[src/rtl/uart_pkg.sv]
// ---------------------------------------------------------------------------
// uart_pkg
// Shared definitions for the UART receive path and its baud generator.
//   OVERSAMPLE_DEFAULT : baud_tick pulses per bit period
//   rx_state_t         : receive sequencer states
// ---------------------------------------------------------------------------
package uart_pkg;

  localparam int OVERSAMPLE_DEFAULT = 16;

  typedef enum logic [2:0] {
    IDLE   = 3'd0,
    START  = 3'd1,
    DATA   = 3'd2,
    PARITY = 3'd3,
    STOP   = 3'd4,
    BREAK  = 3'd5
  } rx_state_t;

endpackage

[src/rtl/uart_sync_2ff.sv]
// ---------------------------------------------------------------------------
// uart_sync_2ff
// Two-flop synchronizer for an asynchronous serial line. Both stages reset
// to 1 so an idle (high) line never looks like a start bit coming out of
// reset. Shared with the TX loopback path.
// Ports:
//   clk      in  system clock
//   reset_n  in  asynchronous active-low reset
//   d        in  asynchronous input
//   q        out synchronized output, 2 clk latency
// ---------------------------------------------------------------------------
module uart_sync_2ff (
  input  logic clk,
  input  logic reset_n,
  input  logic d,
  output logic q
);

  logic meta_q;
  logic meta_d;
  logic sync_q;
  logic sync_d;

  always_comb begin
    meta_d = d;
    sync_d = meta_q;
  end

  always_ff @(posedge clk or negedge reset_n) begin
    if (!reset_n) begin
      meta_q <= 1'b1;
      sync_q <= 1'b1;
    end else begin
      meta_q <= meta_d;
      sync_q <= sync_d;
    end
  end

  assign q = sync_q;

endmodule

[src/rtl/uart_rx_sequencer.sv]
// ---------------------------------------------------------------------------
// uart_rx_sequencer
// Bit-level sequencer for the UART receive path. Validates the start bit at
// mid-bit, strobes each data bit (LSB first) into an external shift
// register, then checks the stop bit.
//
// Optional feature macro: UART_RX_PARITY_EN
//   defined   : PARITY state compiled in, parity_err live, PARITY_ODD selects
//               even (0) / odd (1) parity
//   undefined : frame = start + DATA_BITS + stop, parity_err tied to 0
//
// Ports:
//   clk         in  system clock
//   reset_n     in  asynchronous active-low reset
//   enable      in  receiver enable; low forces IDLE on the next clk
//   baud_tick   in  single-clk pulse at OVERSAMPLE x baud rate
//   serial_in   in  asynchronous serial line, idle high
//   shift_en    out one-clk strobe: shift shift_bit into the shift register
//   shift_bit   out sampled data bit, valid with shift_en
//   done_rx     out one-clk pulse at the stop-bit sample
//   frame_err   out one-clk pulse with done_rx when the stop bit is 0
//   parity_err  out one-clk pulse with done_rx on parity mismatch
//   busy        out high in every state except IDLE
//
// state  | meaning
// -------+----------------------------------------------------------------
// IDLE   | line idle, waiting for a tick with the line low
// START  | counting to mid start bit; line high there is a false start
// DATA   | sampling DATA_BITS data bits at mid-bit
// PARITY | sampling the parity bit (UART_RX_PARITY_EN only)
// STOP   | sampling the stop bit; reports done and errors
// BREAK  | line held low after a bad stop bit; waits for line high
// ---------------------------------------------------------------------------
module uart_rx_sequencer
  import uart_pkg::*;
#(
  parameter int DATA_BITS  = 8,
  parameter int OVERSAMPLE = OVERSAMPLE_DEFAULT
`ifdef UART_RX_PARITY_EN
  ,
  parameter bit PARITY_ODD = 1'b0
`endif
) (
  input  logic clk,
  input  logic reset_n,
  input  logic enable,
  input  logic baud_tick,
  input  logic serial_in,
  output logic shift_en,
  output logic shift_bit,
  output logic done_rx,
  output logic frame_err,
  output logic parity_err,
  output logic busy
);

  localparam int TW = $clog2(OVERSAMPLE);
  localparam int BW = $clog2(DATA_BITS + 1);

  localparam logic [TW-1:0] T_HALF = TW'(OVERSAMPLE / 2 - 1);
  localparam logic [TW-1:0] T_LAST = TW'(OVERSAMPLE - 1);
  localparam logic [BW-1:0] B_LAST = BW'(DATA_BITS - 1);

  logic rx_s;

  rx_state_t       state_q, state_d;
  logic [TW-1:0]   tcnt_q, tcnt_d;
  logic [BW-1:0]   bcnt_q, bcnt_d;
  logic            shift_en_q, shift_en_d;
  logic            shift_bit_q, shift_bit_d;
  logic            done_rx_q, done_rx_d;
  logic            frame_err_q, frame_err_d;
`ifdef UART_RX_PARITY_EN
  logic            parity_err_q, parity_err_d;
  logic            par_acc_q, par_acc_d;   // running XOR of the data bits
  logic            par_bad_q, par_bad_d;   // mismatch held until the stop sample
`endif

  uart_sync_2ff u_sync (
    .clk     (clk),
    .reset_n (reset_n),
    .d       (serial_in),
    .q       (rx_s)
  );

  always_comb begin
    state_d     = state_q;
    tcnt_d      = tcnt_q;
    bcnt_d      = bcnt_q;
    shift_en_d  = 1'b0;
    shift_bit_d = 1'b0;
    done_rx_d   = 1'b0;
    frame_err_d = 1'b0;
`ifdef UART_RX_PARITY_EN
    parity_err_d = 1'b0;
    par_acc_d    = par_acc_q;
    par_bad_d    = par_bad_q;
`endif

    // The enable check sits ahead of the tick so an abort wins over a tick
    // landing in the same clk.
    if (!enable) begin
      state_d = IDLE;
      tcnt_d  = '0;
      bcnt_d  = '0;
`ifdef UART_RX_PARITY_EN
      par_acc_d = 1'b0;
      par_bad_d = 1'b0;
`endif
    end else if (baud_tick) begin
      case (state_q)
        IDLE: begin
          tcnt_d = '0;
          bcnt_d = '0;
`ifdef UART_RX_PARITY_EN
          par_acc_d = 1'b0;
          par_bad_d = 1'b0;
`endif
          if (!rx_s) begin
            state_d = START;
          end
        end

        START: begin
          if (tcnt_q == T_HALF) begin
            tcnt_d  = '0;
            state_d = rx_s ? IDLE : DATA;
          end else begin
            tcnt_d = tcnt_q + TW'(1);
          end
        end

        DATA: begin
          if (tcnt_q == T_LAST) begin
            shift_en_d  = 1'b1;
            shift_bit_d = rx_s;
            tcnt_d      = '0;
            bcnt_d      = bcnt_q + BW'(1);
`ifdef UART_RX_PARITY_EN
            par_acc_d   = par_acc_q ^ rx_s;
`endif
            if (bcnt_q == B_LAST) begin
`ifdef UART_RX_PARITY_EN
              state_d = PARITY;
`else
              state_d = STOP;
`endif
            end
          end else begin
            tcnt_d = tcnt_q + TW'(1);
          end
        end

`ifdef UART_RX_PARITY_EN
        PARITY: begin
          if (tcnt_q == T_LAST) begin
            // Even parity expects the bit to equal the data XOR; odd inverts it.
            par_bad_d = rx_s ^ par_acc_q ^ PARITY_ODD;
            tcnt_d    = '0;
            state_d   = STOP;
          end else begin
            tcnt_d = tcnt_q + TW'(1);
          end
        end
`endif

        STOP: begin
          if (tcnt_q == T_LAST) begin
            done_rx_d   = 1'b1;
            frame_err_d = ~rx_s;
`ifdef UART_RX_PARITY_EN
            parity_err_d = par_bad_q;
`endif
            tcnt_d  = '0;
            bcnt_d  = '0;
            state_d = rx_s ? IDLE : BREAK;
          end else begin
            tcnt_d = tcnt_q + TW'(1);
          end
        end

        BREAK: begin
          if (rx_s) begin
            state_d = IDLE;
          end
        end

        default: begin
          state_d = IDLE;
          tcnt_d  = '0;
          bcnt_d  = '0;
        end
      endcase
    end
  end

  always_ff @(posedge clk or negedge reset_n) begin
    if (!reset_n) begin
      state_q     <= IDLE;
      tcnt_q      <= '0;
      bcnt_q      <= '0;
      shift_en_q  <= 1'b0;
      shift_bit_q <= 1'b0;
      done_rx_q   <= 1'b0;
      frame_err_q <= 1'b0;
`ifdef UART_RX_PARITY_EN
      parity_err_q <= 1'b0;
      par_acc_q    <= 1'b0;
      par_bad_q    <= 1'b0;
`endif
    end else begin
      state_q     <= state_d;
      tcnt_q      <= tcnt_d;
      bcnt_q      <= bcnt_d;
      shift_en_q  <= shift_en_d;
      shift_bit_q <= shift_bit_d;
      done_rx_q   <= done_rx_d;
      frame_err_q <= frame_err_d;
`ifdef UART_RX_PARITY_EN
      parity_err_q <= parity_err_d;
      par_acc_q    <= par_acc_d;
      par_bad_q    <= par_bad_d;
`endif
    end
  end

  assign shift_en  = shift_en_q;
  assign shift_bit = shift_bit_q;
  assign done_rx   = done_rx_q;
  assign frame_err = frame_err_q;
  assign busy      = (state_q != IDLE);
`ifdef UART_RX_PARITY_EN
  assign parity_err = parity_err_q;
`else
  assign parity_err = 1'b0;
`endif

endmodule

[config.mk]
export PLATFORM = sky130hd
export DESIGN_NAME = uart_rx_sequencer
export DESIGN_NICKNAME = d
export VERILOG_FILES = /design/src/rtl/uart_pkg.sv /design/src/rtl/uart_sync_2ff.sv /design/src/rtl/uart_rx_sequencer.sv
export SDC_FILE = /design/constraint.sdc
export NUM_CORES = 1
export LEC_CHECK = 0
export BUFFER_PORTS_ARGS = -buffer_cell sky130_fd_sc_hd__buf_4
export CORE_MARGIN = 10
export CORE_UTILIZATION = 60
export CTS_CLUSTER_SIZE = 12
export DETAILED_ROUTE_END_ITERATION = 10
export GPL_ROUTABILITY_DRIVEN = 0
export PLACE_DENSITY = 0.8
export SYNTH_ARGS = -nofsm -noshare
export SYNTH_HDL_FRONTEND = slang
export SYNTH_SLANG_ARGS = --single-unit
[constraint.sdc]
create_clock -name clk -period 3.71 [get_ports clk]
set_input_delay 0.5565 -clock clk [delete_from_list [all_inputs] [get_ports clk]]
set_output_delay 0.5565 -clock clk [all_outputs]
set_load 0.02 [all_outputs]
==> metrics list, run 1 <==
- Total number of H-tree levels: 1
* Count of input and output buffers: 9
- The root buffer cell chosen for the clock tree is sky130_fd_sc_hd__clkbuf_4.
* Total congestion overflow after global routing: 0
- Clock latency on the worst-skew pair: 290 ps
- Sequential cells burn 58.7% of the power.
- Clk sink count: 17
- The core region is ~1500 µm².
- Across the VDD grid, the largest voltage drop is roughly 300 µV.
- Number of cells produced by synthesis: between 100 and 150
* Cell-internal power: between 0.2 and 0.25 mW
* Final wirelength: between 2000 and 2500 µm
* Final Skew: 9.49 ps
- Synth-to-Final Area Change: 8.54%
* Remaining DRCs: 0
- For this design the static power due to leakage is about 0.47 nW.
- The critical path goes through nor2_1 -> nand2_1 -> buf_4.
- Post-detail-place hpwl: about 1500 µm
- Initial antenna violation count: 0
- Summing all placed instances gives a cell area of 1020 µm².
- Total power: around 0.33 mW
* Count of synthesis-stage warnings from yosys: 0
* Via density per instance: 6.64
* Mean area per synthesized cell: between 9 and 10 µm²
* Most area-hungry cell type in the Yosys netlist: sky130_fd_sc_hd__dfrtp_1
- Unique cell type count in the Yosys netlist: 46
- Across all hold checks on the routed design, the worst slack comes to between 100 and 150 ps.
- Power spread over the standard cell area amounts to 319 nW/µm².
- Wire length per cell after detailed routing: around 17 µm
* RSZ-0062 raised after global routing: false
- Hold repair after CTS inserted 0 buffers.
* FF+latch count, synth: 17
* Max frequency: between 500 and 600 MHz
- The repair_antennas step left the layout with diodes totalling 0.
- Time the final worst path needs with I/O delays and setup: between 1500 and 2000 ps
* Share of the synthesized area in the top cell type: around two fifths
- Die boundary height: 60.2 µm
- Of the total power, the clock network draws a little under 30%.
- In this run, placement finished with an instance count of around 120.
* Core utilization of the finished layout: 68.9%
* Critical path class: register to output pin
- Placement-stage worst setup slack: between 2000 and 2500 ps
- Overall routing resource usage: ~13%
- Setup violations remaining at the end of the flow were counted as 0.
* Final instance count without filler cells: 126
- In this run the cell area of the synthesized design comes to 967 µm².
* Power dissipated by switching net loads: ~0.09 mW
- STA classifies the critical path endpoint as an output pin.
- Final period utilization: 51.2%
- CTS tree: done
- The first TritonRoute pass finished after 4 iterations.
- The first global-routing pass estimated between 3000 and 4000 µm of wire.
* Setup Buffers After CTS: 0
* Gates resized, CTS repair: 0
- Critical path startpoint category: register
- Ranking of synthesized cells by instance count: 15 x sky130_fd_sc_hd__dfrtp_1, 15 x sky130_fd_sc_hd__nand2_1, 6 x sky130_fd_sc_hd__a21oi_1, 5 x sky130_fd_sc_hd__o21ai_1, 4 x sky130_fd_sc_hd__clkbuf_1
- Of all flip-flops after synthesis, the portion carrying an async set or reset was 100%.
- For the final routed database, the setup TNS stands at 0 ps.
- The worst hold path belongs to the class input port to asynchronous set/reset pin.
- Critical path data required time: ~3200 ps
* Count of maximum capacitance violations: 0
- Worst path buffer plus inverter count: 1
- Fill cells: approximately 130
- The via count of the first global-routing pass is between 700 and 800.
- Net Sw Frac: between 20 and 30%
- The count of final max-slew check failures was 0.
- In this run, synthesis inferred 0 flip-flops with an integrated enable.
* Final setup margin: about 1800 ps
- The number of nets handed over by synthesis was 111.
* Finished layout cell area: 1050 µm²
* Largest net degree at the start of global routing: 18
- Share of the yosys chip area belonging to registers: between 40% and 50%
* Die extent in x: 60.2 µm
* Biggest cell delay along the critical path: roughly 540 ps
- Via count of the routed design: 837
- The slowest stage of the critical path is the sky130_fd_sc_hd__dfrtp_1 cell.
- DRT iter0 DRCs: 24
- Along the worst path, the maximum fanout reaches 15.
* Result of the run: complete, no violations
- After clock tree synthesis, the clock-pin slew on the worst setup and hold paths is 110 ps.
* Hold Fails Final Rpt: 0
* Number of top-level pins: 11
* Family with the most delay on the worst path: flip-flops
* Maximum count of clock buffers along a single path: 2
* Number of nets in the final layout: 118
- Yosys attributes the largest share of cell area to sky130_fd_sc_hd__dfrtp_1 39%, sky130_fd_sc_hd__nand2_1 5.8%, sky130_fd_sc_hd__dfstp_2 5.4%, sky130_fd_sc_hd__a21oi_1 3.1%, sky130_fd_sc_hd__ha_1 2.6%.
- Initial standard-cell utilization of the core: between 60% and 70%
- Data arrival at the endpoint of the critical path: approximately 1300 ps
* Share of post-route cells with drive strength above 1: 16.4%
* Number of CTS-inserted buffers: 3
* Remaining antenna violation count after routing: 0
* Portion of total power attributed to combinational logic: 11.5%
* Standard-cell rows: 14
- Among all flip-flop cells after synthesis, the most frequent one is sky130_fd_sc_hd__dfrtp_1.
- The die covers 3620 µm².
-- layout by cell type, fill, tap and decap left out, types with 2 or more instances in the layout --
cell type,netlist,layout
sky130_fd_sc_hd__nand2_1,15,15
sky130_fd_sc_hd__dfrtp_1,15,15
sky130_fd_sc_hd__buf_4,1,9
sky130_fd_sc_hd__a21oi_1,6,6
sky130_fd_sc_hd__o21ai_1,5,5
sky130_fd_sc_hd__nor2_1,3,3
sky130_fd_sc_hd__nand3_1,3,3
sky130_fd_sc_hd__nand3b_1,3,3
sky130_fd_sc_hd__o211ai_1,3,3
sky130_fd_sc_hd__o21a_1,3,3
sky130_fd_sc_hd__clkbuf_4,0,3
sky130_fd_sc_hd__nand2b_1,2,2
sky130_fd_sc_hd__nor4_1,2,2
sky130_fd_sc_hd__nor3_1,2,2
sky130_fd_sc_hd__xor2_1,2,2
sky130_fd_sc_hd__o22ai_1,2,2
sky130_fd_sc_hd__ha_1,2,2
sky130_fd_sc_hd__dfstp_2,2,2
-- cells by family (layout without fill, tap and decap cells) --
kind of cell / after synthesis / after routing / share of synthesized area, %
and+or+nand+nor: 41 / 41 / 23.7
AOI/OAI and AO/OA: 32 / 32 / 22.6
DFF: 17 / 17 / 44.2
buffers and inverters: 9 / 15 / 4.66
adders and majority gates: 2 / 2 / 2.59
xor gates and xnor gates: 2 / 2 / 1.81
other: 1 / 1 / 0.388
-- area by class of cell --
type,instances,area [µm²],area share [%]
Inverter,2,12.5,1.19
Timing Repair Buffer,9,67.6,6.44
Sequential cell,17,428,40.8
Multi-Input combinational cell,78,494,47.1
Tap cell,16,20.0,1.91
Clock buffer,3,22.5,2.15
Clock inverter,1,5.00,0.477
-- flip-flops by register name (all words and copies together), names as in the netlist --
register	flops
frame_err	1
done_rx	1
shift_en	1
u_sync.meta_q	1
tcnt_q	4
state_q	3
shift_bit	1
u_sync.q	1
bcnt_q	4
-- power by group through the flow --
stage / clock network [mW] / logic [mW] / registers [mW]
2_1_floorplan: 0 / 0.0278 / 0.196
3_3_place_gp: 0 / 0.0368 / 0.200
3_5_place_dp: 0 / 0.0375 / 0.200
4_1_cts: 0.104 / 0.0380 / 0.197
5_1_grt: 0.110 / 0.0424 / 0.198
6_report: 0.0998 / 0.0384 / 0.197
-- path summary, 6_finish.rpt --
check                                    from            end  slack, ps  depth (start not counted)
min in group clk                    serial_in  u_sync.meta_q        360                          1
worst min register to register  u_sync.meta_q       u_sync.q        370                          0
worst max-delay path               state_q[1]           busy       1810                          3
max in group asynchronous             reset_n       u_sync.q       3360                          1
worst min-delay path                  reset_n      frame_err        100                          1
worst max register to register     state_q[1]      bcnt_q[2]       2020                          5
-- per-layer routing --
| metal | wire, µm | up-vias | track usage, % |
|---|---|---|---|
| met3 | 130 | 2 | 4.87 |
| met5 | 0 | - | 0 |
| met1 | 972 | 404 | 15.6 |
| met4 | 25 | 0 | 6.09 |
| met2 | 992 | 31 | 19.1 |
| li1 | - | 400 | - |
No activity file was read; power rests on OpenSTA's default activity.
==> run 2: changes to the inputs <==
--- a/config.mk
+++ b/config.mk
@@ -6,12 +6,13 @@
 export NUM_CORES = 1
 export LEC_CHECK = 0
 export BUFFER_PORTS_ARGS = -buffer_cell sky130_fd_sc_hd__buf_4
+export CORE_ASPECT_RATIO = 1.25
 export CORE_MARGIN = 10
-export CORE_UTILIZATION = 60
+export CORE_UTILIZATION = 50
 export CTS_CLUSTER_SIZE = 12
 export DETAILED_ROUTE_END_ITERATION = 10
 export GPL_ROUTABILITY_DRIVEN = 0
-export PLACE_DENSITY = 0.8
+export PLACE_DENSITY = 0.71
 export SYNTH_ARGS = -nofsm -noshare
 export SYNTH_HDL_FRONTEND = slang
 export SYNTH_SLANG_ARGS = --single-unit
==> constraint.sdc (replaced) <==
create_clock -name clk -period 1.68 [get_ports clk]
set_input_delay 0.252 -clock clk [delete_from_list [all_inputs] [get_ports clk]]
set_output_delay 0.252 -clock clk [all_outputs]
set_load 0.02 [all_outputs]
==> metrics list, run 2 (synthesis results as in run 1) <==
* Result of the run: complete, no violations (unchanged)
- Wire length on met1: 851 µm (was 972 µm)
- DRT iter0 DRCs: 16 (was 24)
- The endpoint class of the critical path is a register (was output pin).
* # setup viols final: 0 (unchanged)
- Area used by sequential logic in the layout: 428 µm² (unchanged)
- The static leakage power is 0.498 nW (was 0.467 nW).
- Remaining DRCs: 0 (unchanged)
- Clk sink count: 17 (unchanged)
- The arrival time at the worst endpoint came to 1760 ps (was 1340 ps).
- Seq pwr share: 56.9% (was 58.7%)
- The critical path data required time is 1870 ps (was 3150 ps).
* Initial antenna violation count: 0 (unchanged)
- The sum of routed wire length over all layers was 2070 µm (was 2120 µm).
* Die area: 4100 µm² (was 3620 µm²)
* Max IR drop VDD: 626 µV (was 308 µV)
* Standard-cell rows: 17 (was 14)
- The count of final max-slew check failures is 0 (unchanged).
- The first-pass detailed-route iteration total was 4 (unchanged).
- The kind of launch point of the worst setup path is a register (unchanged).
* Clock edge transition at the registers on the reported setup and hold paths: 100 ps (was 110 ps)
- RSZ-0062 raised after global routing: false (unchanged).
- The number of diodes added for antenna fixing is 0 (unchanged).
- Final Skew: 2.62 ps (was 9.49 ps)
- The global router's overall resource usage is 10.6% (was 12.8%).
- The total negative slack is 0 ps (unchanged).
* Clk root buf: sky130_fd_sc_hd__clkbuf_4 (unchanged)
- The I/O pin count is 11 (unchanged).
* Number of nets in the final layout: 125 (was 118)
- Type of the worst min-delay path: input port to register (was input port to asynchronous set/reset pin)
* Crit path cell chain: ha_2 -> nand3b_1 -> a32oi_2 -> nor3_1 -> a211o_1 (was nor2_1 -> nand2_1 -> buf_4)
- Most frequent cells in the layout: 15 x sky130_fd_sc_hd__nand2_1, 15 x sky130_fd_sc_hd__dfrtp_1, 15 x sky130_fd_sc_hd__buf_4 (was 15 x sky130_fd_sc_hd__nand2_1, 15 x sky130_fd_sc_hd__dfrtp_1, 9 x sky130_fd_sc_hd__buf_4)
- The power per cell area is 665 nW/µm² (was 319 nW/µm²).
- The detailed-placement wirelength estimate is 1550 µm (was 1500 µm).
- Finished layout cell area: 1120 µm² (was 1050 µm²)
- Critical path class: register to register (was register to output pin)
- The number of max-cap violations came to 0 (unchanged).
* Via density per instance: 6.11 (was 6.64)
* Top sig layer: met4 (unchanged)
* Via count of the routed design: 831 (was 837)
- Count of input and output buffers: 9 (unchanged)
- The number of buffers inserted during clock tree synthesis was 3 (unchanged).
- The highest-delay cell along the critical path was sky130_fd_sc_hd__dfrtp_1 (unchanged).
- After layout, the worst path uses between 90 and 100% of the clock period.
* Worst path buffer plus inverter count: 0 (was 1)
- Total number of H-tree levels: 1 (unchanged)
* Largest registers ranked by flip-flop count: bcnt_q: 4 flops, tcnt_q: 4 flops, state_q: 3 flops (unchanged)
- The area of the core is 1810 µm² (was 1520 µm²).
* Synth-to-Final Area Change: 16.2% (was 8.54%)
* Post-placement cell area: 1070 µm² (was 1020 µm²)
* Portion of total power attributed to combinational logic: 13.7% (was 11.5%)
- The number of fill cells came to 166 (was 127).
- Met3 WL post-DR: 52 µm (was 130 µm)
* Hold Fails Final Rpt: 0 (unchanged)
- Initial standard-cell utilization of the core: 53.5% (was 63.5%)
- Maximum count of clock buffers along a single path: 2 (unchanged)
- Die extent in x: 59.3 µm (was 60.2 µm)
* Multi-input combinational cell area: 507 µm² (was 494 µm²)
- The via count of the first global-routing pass is 865 (was 750).
- Clock share of power: 29.4% (was 29.8%)
- The net switching share of the total power came to 26.3% (was 27.0%).
* Largest driver fanout on the critical path: 7 (was 15)
- The number of buffers inserted by post-CTS setup repair came to 0 (unchanged).
- CTS tree: done (unchanged)
- The met2 wire length was 1130 µm (was 992 µm).
* Total power: 0.747 mW (was 0.335 mW)
* Wire length of the first global-routing pass: 3620 µm (was 3460 µm)
* Clock latency on the worst-skew pair: 290 ps (about the same)
- Largest net degree at the start of global routing: 18 (unchanged)
* Biggest cell delay along the critical path: 410 ps (was 540 ps)
- Power dissipated by switching net loads: 0.196 mW (was 0.0902 mW)
- The internal cell power was 0.550 mW (was 0.245 mW).
- The mean routed wirelength per cell came to 15.2 µm (was 16.8 µm).
* Time the final worst path needs with I/O delays and setup: roughly 1600 ps
* Remaining antenna violation count after routing: 0 (unchanged)
- Family with the most delay on the worst path: compound AO/OA/AOI/OAI gates (was flip-flops)
- Max frequency: around 640 MHz
- The share of post-route cells with drive strength above 1 came to 23.1% (was 16.4%).
* Total congestion overflow after global routing: 0 (unchanged)
- Die boundary height: 69.2 µm (was 60.2 µm)
run 2: cell count changes in the layout (fill, tap and decap cells not counted), sizes merged:
cell,previous run,this run
buf,9,15
dlygate4sd3,0,1
clkinv,2,1
clkinvlp,0,1
run 2: metal layers:
metal	vias up	track usage, %
met1	410	11.6
met2	10	18.3
li1	407	-
met4	0	5.34
met5	-	0
met3	4	1.83
run 2: metrics by stage:
step | hold WS, ps | setup slack, ps | util (%) | instances
after detailed placement | 124 | 70.3 | 59.2 | 131
after global routing | 48.8 | 7.03 | 62.1 | 136
after floorplan | -43.6 | 239 | - | 104
after global placement | 121 | 111 | 59.2 | 131
final | 58.5 | 109 | 62.1 | 136
after CTS | 48.2 | 40.5 | 61.5 | 136
run 2: worst reg2reg max path: cells and delay by family (launching register included):
| family | cells | cell delay (ps) |
|---|---|---|
| AND/OR/NAND/NOR | 2 | 240 |
| AO/OA/AOI/OAI | 2 | 560 |
| flip-flops | 1 | 410 |
| adder cells (fa/ha/maj) | 1 | 260 |
run 2: what timing repair did:
action	CTS	global route
setup endpoints to repair	0	4
endpoints found under the hold margin	15	0
hold buffers	1	0
resized for setup	0	3
run 2: power groups by stage:
stage | Clock, mW | Combinational, mW | Sequential [mW]
2_1_floorplan | 0 | 0.0614 | 0.433
3_3_place_gp | 0 | 0.0961 | 0.432
3_5_place_dp | 0 | 0.0982 | 0.433
4_1_cts | 0.230 | 0.100 | 0.425
5_1_grt | 0.239 | 0.115 | 0.426
6_report | 0.219 | 0.102 | 0.425
run 2: final timing paths:
kind	from	endpoint	slack (ps)	cells after the start
worst max-delay path	tcnt_q[0]	tcnt_q[3]	110	5
max in group asynchronous	reset_n	u_sync.meta_q	1070	2
worst max register to register	tcnt_q[0]	tcnt_q[3]	110	5
worst min-delay path	serial_in	u_sync.meta_q	60	1
worst min register to register	u_sync.meta_q	u_sync.q	360	0
min in group asynchronous	reset_n	tcnt_q[2]	360	2
run 2: final cells by class:
type | instances | area share [%]
Timing Repair Buffer | 16 | 10.9
Multi-Input combinational cell | 78 | 45.1
Clock buffer | 3 | 2.00
Inverter | 2 | 1.11
Clock inverter | 1 | 0.668
Tap cell | 19 | 2.12
Sequential cell | 17 | 38.1
==> run 3: changes to the inputs <==
--- a/config.mk
+++ b/config.mk
@@ -5,7 +5,7 @@
 export SDC_FILE = /design/constraint.sdc
 export NUM_CORES = 1
 export LEC_CHECK = 0
-export BUFFER_PORTS_ARGS = -buffer_cell sky130_fd_sc_hd__buf_4
+export BUFFER_PORTS_ARGS = -buffer_cell sky130_fd_sc_hd__buf_2
 export CORE_ASPECT_RATIO = 1.25
 export CORE_MARGIN = 10
 export CORE_UTILIZATION = 50
==> metrics list, run 3 (synthesis results as in run 1) <==
* Fill cells: 161 (was 166)
- CTS tree: done (unchanged)
- The global-route track usage on met1 came to 13.2% (was 11.6%).
- The internal cell power is 0.546 mW (was 0.550 mW).
* Largest driver fanout on the critical path: 7 (unchanged)
- Max frequency: 630 MHz (was 636 MHz)
* Crit end category: register (unchanged)
- The total via count in the routed design was 830 (was 831).
- The clock sink total came to 17 (unchanged).
* Remaining DRCs: 0 (unchanged)
- The met2 usage in global routing is 17.1% (was 18.3%).
* Initial standard-cell utilization of the core: 53.5% (unchanged)
- The die area came to 4100 µm² (unchanged).
* Data arrival at the endpoint of the critical path: 1780 ps (was 1760 ps)
* DRT iter0 DRCs: 34 (was 16)
- Critical path startpoint category: register (unchanged)
- The final clock period utilization by the worst path is 94.5% (was 93.5%).
* Leak: 0.494 nW (was 0.498 nW)
- R2r setup slk: 90 ps (was 110 ps)
- Net Sw Frac: 27.3% (was 26.3%)
- Setup TNS after final layout: 0 ps (unchanged)
- Final Skew: 2.74 ps (was 2.62 ps)
- The setup slack after placement is 44.4 ps (was 70.3 ps).
- The via count of the first global-routing pass is 806 (was 865).
- Count of input and output buffers: 9 (unchanged)
* Clock latency on the worst-skew pair: 300 ps (was 290 ps)
* Power dissipated by switching net loads: 0.205 mW (was 0.196 mW)
* Most used routing layer: met2 (unchanged)
- The number of buffers inserted during clock tree synthesis is 3 (unchanged).
- The number of buffers inserted by post-CTS setup repair was 0 (unchanged).
- Seq pwr share: 56.7% (was 56.9%)
- Final wirelength: 2200 µm (was 2070 µm)
* Synth-to-Final Area Change: 13.8% (was 16.2%)
* Multi-input combinational cell area: 517 µm² (was 507 µm²)
* Final setup margin: 93.1 ps (was 109 ps)
- RSZ-0062 raised after global routing: false (unchanged)
- The time the worst path needs with I/O delays and setup is 1590 ps (was 1570 ps).
- Crit path cell chain: ha_4 -> nand3b_1 -> a32oi_2 -> nor3_1 -> a211o_1 (was ha_2 -> nand3b_1 -> a32oi_2 -> nor3_1 -> a211o_1)
- The portion of total power attributed to combinational logic is 13.4% (was 13.7%).
* Largest registers ranked by flip-flop count: bcnt_q: 4 flops, tcnt_q: 4 flops, state_q: 3 flops (unchanged)
* Worst path buffer plus inverter count: 0 (unchanged)
* Core region area: 1810 µm² (unchanged)
* Biggest cell delay along the critical path: 450 ps (was 410 ps)
- The path class of the lowest-slack min-delay path is input port to register (unchanged).
- Clock edge transition at the registers on the reported setup and hold paths: 100 ps (about the same)
- The wire length of the first global-routing pass came to 3750 µm (was 3620 µm).
* Most frequent cells in the layout: 15 x sky130_fd_sc_hd__nand2_1, 15 x sky130_fd_sc_hd__dfrtp_1, 9 x sky130_fd_sc_hd__buf_2 (was 15 x sky130_fd_sc_hd__nand2_1, 15 x sky130_fd_sc_hd__dfrtp_1, 15 x sky130_fd_sc_hd__buf_4)
* Die boundary height: 69.2 µm (unchanged)
- Count of maximum capacitance violations: 0 (unchanged)
- The I/O pin count came to 11 (unchanged).
- Standard-cell rows: 17 (unchanged)
- The highest-delay cell along the critical path was sky130_fd_sc_hd__dfrtp_1 (unchanged).
- The clock network fraction of design power is 29.9% (was 29.4%).
- The share of post-route cells with drive strength above 1 came to 22.4% (was 23.1%).
- Critical path class: register to register (unchanged)
- The number of diodes added for antenna fixing came to 0 (unchanged).
- # setup viols final: 0 (unchanged)
- Largest net degree at the start of global routing: 18 (unchanged)
- Max IR drop VDD: 666 µV (was 626 µV)
- Total congestion overflow after global routing: 0 (unchanged)
- Global-route track usage on met3: 3.11% (was 1.83%)
* Max-slew violation count: 0 (unchanged)
* Clk root buf: sky130_fd_sc_hd__clkbuf_4 (unchanged)
- Power per standard cell area: 682 nW/µm² (was 665 nW/µm²)
- The number of nets in the finished design was 124 (was 125).
- The kind of cell adding the most delay to the critical path is compound AO/OA/AOI/OAI gates (unchanged).
- Area used by sequential logic in the layout: 428 µm² (unchanged)
- The number of antenna violations at the first check in global routing was 0 (unchanged).
- Maximum count of clock buffers along a single path: 2 (unchanged)
* Hold Fails Final Rpt: 0 (unchanged)
* Overall routing resource usage: 11.3% (was 10.6%)
- Result of the run: complete, no violations (unchanged).
* Via density per instance: 6.15 (was 6.11)
* Die extent in x: 59.3 µm (unchanged)
- The final core utilization was 60.9% (was 62.1%).
* Post-detail-place hpwl: 1620 µm (was 1550 µm)
- Critical path data required time: 1870 ps (about the same)
- First-pass DRT Iterations: 4 (unchanged)
- Remaining antenna violation count after routing: 0 (unchanged)
- Total number of H-tree levels: 1 (unchanged)
* Wire length per cell after detailed routing: 16.3 µm (was 15.2 µm)
* Worst hold slack: 40.5 ps (was 58.5 ps)
-- run 3: what timing repair did --
action	CTS	global route
hold buffers	1	0
setup endpoints to repair	0	5
hold endpoints to repair	15	0
gates resized for setup	0	4
-- run 3: through the flow --
step / std cells / power [mW] / instance area [µm²]
final: 135 / 0.751 / 1100
after global routing: 135 / 0.789 / 1100
after CTS: 135 / 0.752 / 1080
after detailed placement: 130 / 0.527 / 1040
after global placement: 130 / 0.525 / 1040
after floorplan: 104 / 0.494 / 967
-- run 3: final timing paths --
| kind | from | end | depth (start not counted) |
|---|---|---|---|
| hold / removal | serial_in | u_sync.meta_q | 1 |
| setup / recovery | tcnt_q[0] | tcnt_q[3] | 5 |
| max in group asynchronous | reset_n | u_sync.meta_q | 2 |
| min in group asynchronous | reset_n | done_rx | 2 |
| hold reg to reg | u_sync.meta_q | u_sync.q | 0 |
| setup reg to reg | tcnt_q[0] | tcnt_q[3] | 5 |
-- run 3: layer usage --
layer	vias to the layer above	part of all wire (%)
met4	0	2.5
li1	407	-
met2	22	55
met1	396	38
met3	5	4.8
met5	-	0
-- run 3: power groups by stage --
| stage | registers [mW] | logic (mW) | clock network (mW) |
|---|---|---|---|
| 2_1_floorplan | 0.433 | 0.0614 | 0 |
| 5_1_grt | 0.427 | 0.114 | 0.248 |
| 3_3_place_gp | 0.432 | 0.0932 | 0 |
| 3_5_place_dp | 0.432 | 0.0946 | 0 |
| 6_report | 0.426 | 0.100 | 0.225 |
| 4_1_cts | 0.425 | 0.0965 | 0.231 |
-- run 3: cell type report --
type	instances	share of cell area (%)
clock buffer	3	2.05
clock inverter	1	0.455
inverter	2	1.14
multi-input combinational	78	46.9
sequential	17	38.9
tap	19	2.16
timing repair buffer	15	8.41
